==> src/rtl/pcc_stream_ctrl.sv <==
// Time-multiplexed binarized-neuron job sequencer: feeds one slice per cycle to a shared
// pos/neg popcount pair and accumulates their difference into a saturating signed accumulator.
module pcc_stream_ctrl #(
  parameter int POS_W  = 2,
  parameter int NEG_W  = 4,
  parameter int PCNT_W = 2,
  parameter int NCNT_W = 3,
  parameter int NSLICE = 8,
  parameter int ACC_W  = 8
) (
  input  logic                      clk,
  input  logic                      rst_n,
  input  logic                      in_valid,
  output logic                      in_ready,
  input  logic [POS_W*NSLICE-1:0]   pos_bits,
  input  logic [NEG_W*NSLICE-1:0]   neg_bits,
  input  logic [ACC_W-1:0]          thr,
  input  logic                      flush,
  output logic [POS_W-1:0]          slice_pos,
  output logic [NEG_W-1:0]          slice_neg,
  input  logic [PCNT_W-1:0]         cnt_pos,
  input  logic [NCNT_W-1:0]         cnt_neg,
  output logic                      out_valid,
  input  logic                      out_ready,
  output logic                      outval,
  output logic [ACC_W-1:0]          acc_out,
  output logic                      sat
);

  localparam int IDX_W = (NSLICE > 1) ? $clog2(NSLICE) : 1;
  localparam int SW    = ACC_W + PCNT_W + NCNT_W + 2;
  localparam logic signed [SW-1:0] ACC_MAX = SW'((64'sd1 <<< (ACC_W - 1)) - 64'sd1);
  localparam logic signed [SW-1:0] ACC_MIN = SW'(-(64'sd1 <<< (ACC_W - 1)));

  typedef enum logic [1:0] {IDLE, RUN, DONE} state_t;

  state_t                    state_q, state_d;
  logic [IDX_W-1:0]          idx_q, idx_d;
  logic signed [ACC_W-1:0]   acc_q, acc_d;
  logic signed [ACC_W-1:0]   thr_q, thr_d;
  logic                      sat_q, sat_d;
  logic [POS_W*NSLICE-1:0]   pos_q, pos_d;
  logic [NEG_W*NSLICE-1:0]   neg_q, neg_d;
  logic                      in_ready_q, in_ready_d;
  logic                      out_valid_q, out_valid_d;
  logic                      outval_q, outval_d;
  logic [ACC_W-1:0]          acc_out_q, acc_out_d;
  logic signed [SW-1:0]      sum;

  // Sum is formed wide enough that neither the difference nor the add can wrap before clamping.
  always_comb begin
    sum = SW'(acc_q) + SW'($signed({1'b0, cnt_pos})) - SW'($signed({1'b0, cnt_neg}));
  end

  always_comb begin
    state_d = state_q;
    idx_d   = idx_q;
    acc_d   = acc_q;
    thr_d   = thr_q;
    sat_d   = sat_q;
    pos_d   = pos_q;
    neg_d   = neg_q;
    case (state_q)
      IDLE: begin
        if (!flush && in_valid) begin
          pos_d   = pos_bits;
          neg_d   = neg_bits;
          thr_d   = $signed(thr);
          acc_d   = '0;
          idx_d   = '0;
          sat_d   = 1'b0;
          state_d = RUN;
        end
      end
      RUN: begin
        if (flush) begin
          acc_d   = '0;
          idx_d   = '0;
          sat_d   = 1'b0;
          state_d = IDLE;
        end else begin
          if (sum > ACC_MAX) begin
            acc_d = ACC_MAX[ACC_W-1:0];
            sat_d = 1'b1;
          end else if (sum < ACC_MIN) begin
            acc_d = ACC_MIN[ACC_W-1:0];
            sat_d = 1'b1;
          end else begin
            acc_d = ACC_W'(sum);
          end
          if (idx_q == IDX_W'(NSLICE - 1)) begin
            idx_d   = '0;
            state_d = DONE;
          end else begin
            idx_d = idx_q + 1'b1;
          end
        end
      end
      DONE: begin
        if (flush) begin
          acc_d   = '0;
          idx_d   = '0;
          sat_d   = 1'b0;
          state_d = IDLE;
        end else if (out_ready) begin
          state_d = IDLE;
        end
      end
      default: state_d = IDLE;
    endcase
  end

  // Handshake/result outputs are registered from the next-state view so they line up with state_q.
  always_comb begin
    in_ready_d  = (state_d == IDLE);
    out_valid_d = (state_d == DONE);
    outval_d    = (state_d == DONE) && (acc_d >= thr_d);
    acc_out_d   = (state_d == DONE) ? acc_d : '0;
  end

  always_ff @(posedge clk or negedge rst_n) begin
    if (!rst_n) begin
      state_q     <= IDLE;
      idx_q       <= '0;
      acc_q       <= '0;
      thr_q       <= '0;
      sat_q       <= 1'b0;
      pos_q       <= '0;
      neg_q       <= '0;
      in_ready_q  <= 1'b1;
      out_valid_q <= 1'b0;
      outval_q    <= 1'b0;
      acc_out_q   <= '0;
    end else begin
      state_q     <= state_d;
      idx_q       <= idx_d;
      acc_q       <= acc_d;
      thr_q       <= thr_d;
      sat_q       <= sat_d;
      pos_q       <= pos_d;
      neg_q       <= neg_d;
      in_ready_q  <= in_ready_d;
      out_valid_q <= out_valid_d;
      outval_q    <= outval_d;
      acc_out_q   <= acc_out_d;
    end
  end

  always_comb begin
    slice_pos = '0;
    slice_neg = '0;
    if (state_q == RUN) begin
      slice_pos = pos_q[idx_q*POS_W +: POS_W];
      slice_neg = neg_q[idx_q*NEG_W +: NEG_W];
    end
  end

  assign in_ready  = in_ready_q;
  assign out_valid = out_valid_q;
  assign outval    = outval_q;
  assign acc_out   = acc_out_q;
  assign sat       = sat_q;

endmodule

==> config.mk <==
export PLATFORM = sky130hd
export DESIGN_NAME = pcc_stream_ctrl
export DESIGN_NICKNAME = d
export VERILOG_FILES = /design/src/rtl/pcc_stream_ctrl.sv
export SDC_FILE = /design/constraint.sdc
export NUM_CORES = 1
export LEC_CHECK = 0
export ABC_AREA = 1
export CAP_MARGIN = 10
export CORE_UTILIZATION = 56
export DETAILED_ROUTE_END_ITERATION = 8
export PLACE_DENSITY = 0.95
export SLEW_MARGIN = 5
export SYNTH_ARGS = -nofsm -noshare
export SYNTH_HDL_FRONTEND = slang
export SYNTH_SLANG_ARGS = --single-unit
==> constraint.sdc <==
create_clock -name clk -period 7.9 [get_ports clk]
set_input_delay 0.79 -clock clk [delete_from_list [all_inputs] [get_ports clk]]
set_output_delay 0.79 -clock clk [all_outputs]
set_load 0.03 [all_outputs]
==> results of run 1 <==
## logic make-up (layout without fill, tap and decap cells)
group | after synthesis | after routing
compound gates | 78 | 78
xor+xnor | 5 | 5
fa+ha+maj | 22 | 22
buf+inv | 73 | 155
flops | 81 | 81
simple gates | 280 | 280
## state kept, by name (all words and copies together), names as in the netlist
name	flops
acc_out	8
sat	1
neg_q	32
state_q	2
out_valid	1
acc_q	8
pos_q	16
outval	1
idx_q	3
in_ready	1
thr_q	8
## worst max-delay path by stage
stage | startpoint | end | slack (ns) | cells past startpoint
detailed placement | cnt_neg[1] | outval$_DFF_PN0_ | 3.38 | 24
global placement | cnt_neg[1] | outval$_DFF_PN0_ | 3.61 | 24
floorplan | cnt_neg[1] | outval$_DFF_PN0_ | 4.21 | 23
global route | cnt_neg[1] | outval$_DFF_PN0_ | 3.33 | 24
finish | cnt_neg[1] | outval$_DFF_PN0_ | 3.65 | 24
CTS | cnt_neg[1] | outval$_DFF_PN0_ | 3.74 | 24
## worst max-delay path, stage by stage
cell             delay (ns)
clkdlybuf4s50_1        0.45
inv_1                  0.05
fa_1                   0.52
inv_1                  0.07
fa_1                   0.45
inv_1                  0.08
nand3_1                0.07
nand2_1                0.15
nand2_1                0.07
nand3_1                0.08
nand3_1                0.13
nand3_1                0.18
o21ai_0                0.12
inv_1                  0.09
nand2_1                0.07
ha_1                   0.31
a21oi_1                0.14
nor3_1                 0.06
a211oi_1               0.25
nand2_1                0.09
nand2_1                0.07
nand3_1                0.09
nand2_1                0.07
inv_1                  0.04
## layout make-up
class,count,area [um2],share of cell area (%)
Inverter,54,205,3.86
Sequential cell,81,2030,38.1
Multi-Input combinational cell,385,1920,36.2
Clock buffer,9,124,2.33
Timing Repair Buffer,85,843,15.9
Clock inverter,7,70.1,1.32
Tap cell,99,124,2.33
## layout by cell type (no fill, tap or decap)
cell type,instances
nor3_1,2
o22ai_2,1
dfstp_2,1
o22ai_1,7
bufinv_16,1
clkdlybuf4s50_1,82
nand2_4,3
a31oi_1,7
clkinvlp_4,1
nand2_2,6
inv_4,1
o21ai_1,2
nand2_1,199
nand3_2,1
a21oi_4,2
clkinv_2,3
inv_6,1
xnor2_1,3
a211oi_1,1
buf_4,3
clkinv_4,1
clkbuf_8,9
nor2_1,43
o21ai_0,42
nand3_1,14
ha_1,20
or2_2,7
xor2_1,2
a21oi_1,16
inv_1,50
nand4_1,1
dfrtp_1,80
nor3_2,1
fa_1,2
inv_2,3
nor2_2,3
## power by group
group          internal [uW]  switching (uW)  leakage (uW)
registers                491            53.9       0.00102
logic                    236             392       0.00159
clock network            146             152     0.0000994
## metal layers
metal	track usage, %	routed length [um]	vias to the layer above	part of all wire [%]
li1	-	-	1848	-
met4	11.9	230	0	2.2
met3	5.26	599	25	5.8
met5	0	0	-	0
met1	33.8	4110	1840	40
met2	48.0	5350	184	52
## per-stage QoR
step           setup WS, ns  area (um2)  power [uW]
3_3_place_gp           3.61        5120        1110
6_report               3.65        5320        1470
5_1_grt                3.33        5320        1570
3_5_place_dp           3.38        5120        1160
4_1_cts                3.74        5320        1460
2_1_floorplan          4.21        4230         984
==> summary.txt, run 1 <==
Status
  • Status: complete, no violations

Synthesis
  • Synth unique cells: 30
  • Mapped Area: 4230 um2
  • Post-synth top area share: ~47%
  • Post-synth EDFFs: 0
  • Sequential share of the synthesized area: between 40% and 50%
  • Syn Area/Cell: 7.84 um2
  • Post-synth top area cell: dfrtp_1
  • Cells after Synth: about 540
  • Synth top cells by count: 199 x nand2_1, 80 x dfrtp_1, 50 x inv_1
  • #FFs+latches synth: 81
  • Syn_nets: ~630
  • Post-synthesis mux area share: 0%
  • Most used DFF post-synth: dfrtp_1
  • YS warnings: 0
  • Simple-gate share of the synthesized area: ~27%
  • Count leader, synth: nand2_1
  • Leading post-synthesis cells by cell area: dfrtp_1 47%, nand2_1 18%, ha_1 5.9%
  • Area fraction in compound gates after synthesis: 10.4%
  • Largest family of logic cells by synthesized area: simple AND/OR/NAND/NOR gates
  • Synth async-reset ratio: 100%
  • Synth Area in Adders: 6.87%
  • Synth Area in XOR/XNOR: 1.04%

Global routing
  • Total grt overflow: 0
  • First-pass GRT wire length: 16.4 mm
  • All-Layer GR Usage: between 20% and 30%
  • Vias in the first global route: 3712
  • Largest net degree at the start of global routing: 82
  • Initial antenna violation count: 0

Timing
  • Final Max Slew Viols: 0
  • Hold WS: roughly 0.47 ns
  • Crit share post-route: 53.7%
  • Post-route minimum period: 4.25 ns
  • Rel. slew slack: ~34%
  • Setup total negative slack: 0 ns
  • Clk_skew: 0.00491 ns
  • Worst Max-Slew Pin Slew: 0.986 ns
  • Final Hold Fails: 0
  • RSZ-0062 raised after global routing: false
  • Setup violators final: 0
  • Fmax: 236 MHz

Setup path
  • Kind of critical path: in2reg
  • Reg2Reg Capture Point: outval$_DFF_PN0_
  • Worst r2r src: acc_q[1]$_DFF_PN0_
  • Startpoint Class: input port
  • CP max FO: 5
  • CP endpoint kind: flop
  • R2R cell count: 22
  • Flop-to-flop setup slack: 4.18 ns
  • Crit path required time: 8.15 ns
  • Critical path arrival: 4.49 ns

Floorplanning
  • Row cnt: 31
  • Die height: 88.9 um
  • Core area: 7290 um2
  • Initial core utilization: a little under 60%
  • Die area: a little under 8000 um2
  • Ports: 84
  • Die X: 88.9 um

CTS
  • Worst-skew pair later-pin latency: 0.35 ns
  • Clock slew at reported path FFs: 0.08 ns
  • TritonCTS Buffers: 9
  • CTS Hold Buffers Added: 0
  • Post-CTS resize count: 0
  • Clock Root Buffer: clkbuf_8
  • H-tree depth: 3
  • Clk buf depth: 2
  • CTS tree: done
  • Clock Sinks: 81
  • Postcts setup bufs: 0

Job
  • Max_cap viols: 0

Finish
  • Finished Layout Cells: 720
  • Final nets: 704
  • Area Overhead vs Synth: 25.8%
  • Diodes inserted: 0
  • Final Core Density: between 70 and 80%
  • Share of post-route cells with drive strength above 1: approximately 7.7%
  • Layout fillers: between 500 and 600

Place
  • Placed insts: 704
  • HPWL Detailed: 7.27 mm
  • GP Congestion: 0.981
  • Port Buffers: 83

Hold path
  • HP Class: reg2reg
  • Hold endpoint: neg_q[23]$_DFFE_PN0P_
  • Hold depth: 2
  • Hold wc startpoint: neg_q[23]$_DFFE_PN0P_

Drt
  • DR WL/cell: around 14 um
  • ANT nets after route: 0
  • First-pass DRT Iterations: 5
  • DRC: 0
  • DR vias/cell: 5.41
  • Final Routed Wirelength: 10.3 mm
  • Vias: 3897
  • Initial drt markers: 276

Power and ir drop
  • Leak: ~0.0027 uW
  • Pwr dens: 277 nW/um2
  • Maximum vdd drop: 0.192 mV
No activity file was read; power rests on OpenSTA's default activity.
==> inputs of run 2 (changes only) <==
- CORE_UTILIZATION: 56 -> 47
- PLACE_DENSITY: 0.95 -> 0.87
- clock period: 7.9 -> 3.9 ns (I/O delays scaled with it)
==> run 2 against run 1 <==
Routed wire length rose by 0.71%; core utilization shrank 10 points; sequential power rose by 100%; setup slack worse by 3.4 ns; highest routed layer unchanged; critical endpoint unchanged; cell count increased by 1.9%; clock power is 150% higher; largest cell class unchanged; clock skew is 0.0015 ns higher; first-iteration DRC count is 17% lower; design area rose by 2.7%; largest power group unchanged; critical path depth unchanged; hold slack got worse by 0.30 ns; power increased by 120%.
==> summary.txt, run 2 (synthesis results as in run 1) <==
Setup path
  • CP top delay family: adder cells (unchanged)
  • Crit-path cells: clkdlybuf4s50_1, inv_1, fa_1, inv_1, fa_2, inv_1, nand3_1, nand2_2, nand2_1, nand3_1, nand3_1, nand3_1, o21ai_0, inv_1, nand2_1, ha_1, a21oi_1, nor3_1, a211oi_2, nand2_1, nand2_1, nand3_1, nand2_1, inv_1 (was clkdlybuf4s50_1, inv_1, fa_1, inv_1, fa_1, inv_1, nand3_1, nand2_1, nand2_1, nand3_1, nand3_1, nand3_1, o21ai_0, inv_1, nand2_1, ha_1, a21oi_1, nor3_1, a211oi_1, nand2_1, nand2_1, nand3_1, nand2_1, inv_1)
  • Worst r2r src: acc_q[1]$_DFF_PN0_ (unchanged)
  • Critical path arrival: 3.86 ns (was 4.49 ns)
  • Crit path required time: 4.15 ns (was 8.15 ns)
  • Reg2Reg Capture Point: outval$_DFF_PN0_ (unchanged)
  • Critical Path Slowest Stage Cell: fa_1 (unchanged)
  • Kind of critical path: in2reg (unchanged)
  • Crit path buffers/inverters: 6 (unchanged)
  • Startpoint Class: input port (unchanged)
  • Worst path max stage delay: 0.53 ns (was 0.52 ns)
  • Flop-to-flop setup slack: 0.46 ns (was 4.18 ns)
  • CP endpoint kind: flop (unchanged)
  • CP max FO: 3 (was 5)
  • R2R cell count: 22 (unchanged)

Timing
  • Final Hold Fails: 0 (unchanged)
  • Fmax: 277 MHz
  • Fin worst setup slack: 0.287 ns (was 3.65 ns)
  • Clk_skew: 0.00640 ns (was 0.00491 ns)
  • Final Max Slew Viols: 0 (unchanged)
  • Post-route minimum period: 3.61 ns
  • Worst Max-Slew Pin Slew: 0.977 ns (was 0.986 ns)
  • Rel. slew slack: 34.9% (was 34.2%)
  • Setup total negative slack: 0 ns (unchanged)
  • Setup violators final: 0 (unchanged)
  • Crit share post-route: 92.7%

Global routing
  • All-Layer GR Usage: 22.4% (was 27.6%)
  • Initial antenna violation count: 0 (unchanged)
  • Largest net degree at the start of global routing: 82 (unchanged)
  • Vias in the first global route: 3697 (was 3712)
  • Total grt overflow: 0 (unchanged)
  • First-pass GRT wire length: 17.1 mm (was 16.4 mm)

Finish
  • Share of post-route cells with drive strength above 1: 9.27% (was 7.73%)
  • Final Core Density: 62.6% (was 72.9%)
  • Top reg by flops: neg_q (unchanged)
  • Top flop regs: neg_q x32, pos_q x16 (unchanged)
  • Largest register FFs: 32 (unchanged)
  • Final nets: 710 (was 704)
  • Diodes inserted: 0 (unchanged)
  • Post-route cell area: 5460 um2 (was 5320 um2)
  • Most common cell after layout, fill and taps aside: nand2_1 (unchanged)
  • Most frequent cells in the layout: 198 x nand2_1, 82 x clkdlybuf4s50_1, 80 x dfrtp_1, 50 x inv_1, 43 x nor2_1 (was 199 x nand2_1, 82 x clkdlybuf4s50_1, 80 x dfrtp_1, 50 x inv_1, 43 x nor2_1)
  • Area Overhead vs Synth: 29.2% (was 25.8%)

Floorplanning
  • Die X: 96.8 um (was 88.9 um)
  • Die area: 9380 um2 (was 7900 um2)
  • Core area: 8720 um2 (was 7290 um2)
  • Ports: 84 (unchanged)
  • Row cnt: 34 (was 31)
  • Die height: 96.8 um (was 88.9 um)
  • Initial core utilization: 48.5% (was 58.0%)

Place
  • HPWL Detailed: 7.34 mm (was 7.27 mm)
  • Placement Setup Slack: -0.124 ns (was 3.38 ns)
  • Port Buffers: 83 (unchanged)
  • Placed instance area: 5170 um2 (was 5120 um2)
  • GP Congestion: 0.858 (was 0.981)

CTS
  • Clock Root Buffer: clkbuf_8 (unchanged)
  • CTS Hold Buffers Added: 0 (unchanged)
  • H-tree depth: 3 (unchanged)
  • Worst-skew pair later-pin latency: 0.35 ns (about the same)
  • Clk buf depth: 2 (unchanged)
  • Clock Sinks: 81 (unchanged)
  • TritonCTS Buffers: 9 (unchanged)
  • CTS tree: done (unchanged)
  • Clock slew at reported path FFs: 0.08 ns (about the same)

Hold path
  • HP Class: in2async (was reg2reg)

Job
  • Max_cap viols: 0 (unchanged)

Drt
  • DR vias/cell: 5.27 (was 5.41)
  • First-pass DRT Iterations: 5 (unchanged)
  • DR WL/cell: 14.1 um (was 14.3 um)
  • Final Routed Wirelength: 10.4 mm (was 10.3 mm)
  • Vias: 3871 (was 3897)
  • Initial drt markers: 229 (was 276)
  • DRC: 0 (unchanged)
  • ANT nets after route: 0 (unchanged)

Power and ir drop
  • Pwr dens: 580 nW/um2 (was 277 nW/um2)
  • Maximum vdd drop: 0.267 mV (was 0.192 mV)
  • Leak: 0.00277 uW (was 0.00271 uW)

Status
  • Status: complete, no violations (unchanged)
==> run 2: changes by cell type in the layout (fill, tap and decap cells not counted), sizes merged <==
cell and delta:
clkinvlp -1, clkbuf +1, bufinv +2, inv -1
clkinv -2, buf +6
==> run 2: cell type report <==
type	instances	area (um2)
tap	108	135
clock buffer	10	138
multi-input combinational	385	1950
sequential	81	2030
fill	699	3260
inverter	54	205
timing repair buffer	91	901
clock inverter	5	104
==> run 2: worst register-to-register path: stages, from the launching register on <==
cell	delay, ns
dfrtp_1	0.40
fa_1	0.52
inv_1	0.07
fa_2	0.39
inv_1	0.06
nand3_1	0.07
nand2_2	0.10
nand2_1	0.06
nand3_1	0.07
nand3_1	0.12
nand3_1	0.10
o21ai_0	0.08
inv_1	0.08
nand2_1	0.08
ha_1	0.31
a21oi_1	0.16
nor3_1	0.07
a211oi_2	0.25
nand2_1	0.10
nand2_1	0.07
nand3_1	0.07
nand2_1	0.07
inv_1	0.04
==> run 2: repair_timing <==
item / 4_1_cts / 5_1_grt
resized for setup: 0 / 5
setup endpoints to repair: 0 / 1
setup buffers: 0 / 1
==> run 2: how the worst max path moves through the flow <==
stage,startpoint,to,slack (ns),cells after the start
2_1_floorplan,cnt_neg[1],outval$_DFF_PN0_,0.61,23
3_3_place_gp,cnt_neg[1],outval$_DFF_PN0_,0.10,24
3_5_place_dp,cnt_neg[1],outval$_DFF_PN0_,-0.12,24
4_1_cts,cnt_neg[1],outval$_DFF_PN0_,0.25,24
5_1_grt,cnt_neg[1],outval$_DFF_PN0_,-0.002,24
6_report,cnt_neg[1],outval$_DFF_PN0_,0.29,24
==> run 2: report_power, final <==
group	internal [uW]	total, uW	switching (uW)	leakage, uW
Sequential	995	1090	94.5	0.00102
Combinational	527	1340	811	0.00163
Clock	439	738	299	0.000122
==> run 2: routing by layer <==
metal	routed length (um)	global-route usage, %
met1	4430	30.5
met2	5100	36.4
met3	532	2.60
met4	296	9.76
met5	0	0
==> run 2: through the flow <==
| stage | total power (uW) | hold slack (ns) | cells |
|---|---|---|---|
| floorplan | 1990 | 0.0944 | 539 |
| global placement | 2320 | 0.449 | 718 |
| detailed placement | 2380 | 0.453 | 718 |
| CTS | 3120 | 0.235 | 733 |
| global route | 3380 | 0.277 | 734 |
| finish | 3170 | 0.175 | 734 |
==> inputs of run 3 (changes only) <==
- SLEW_MARGIN: 5 -> not set
==> results of run 3 <==
No change in the layout: final DEF, timing and power equal those of run 2.
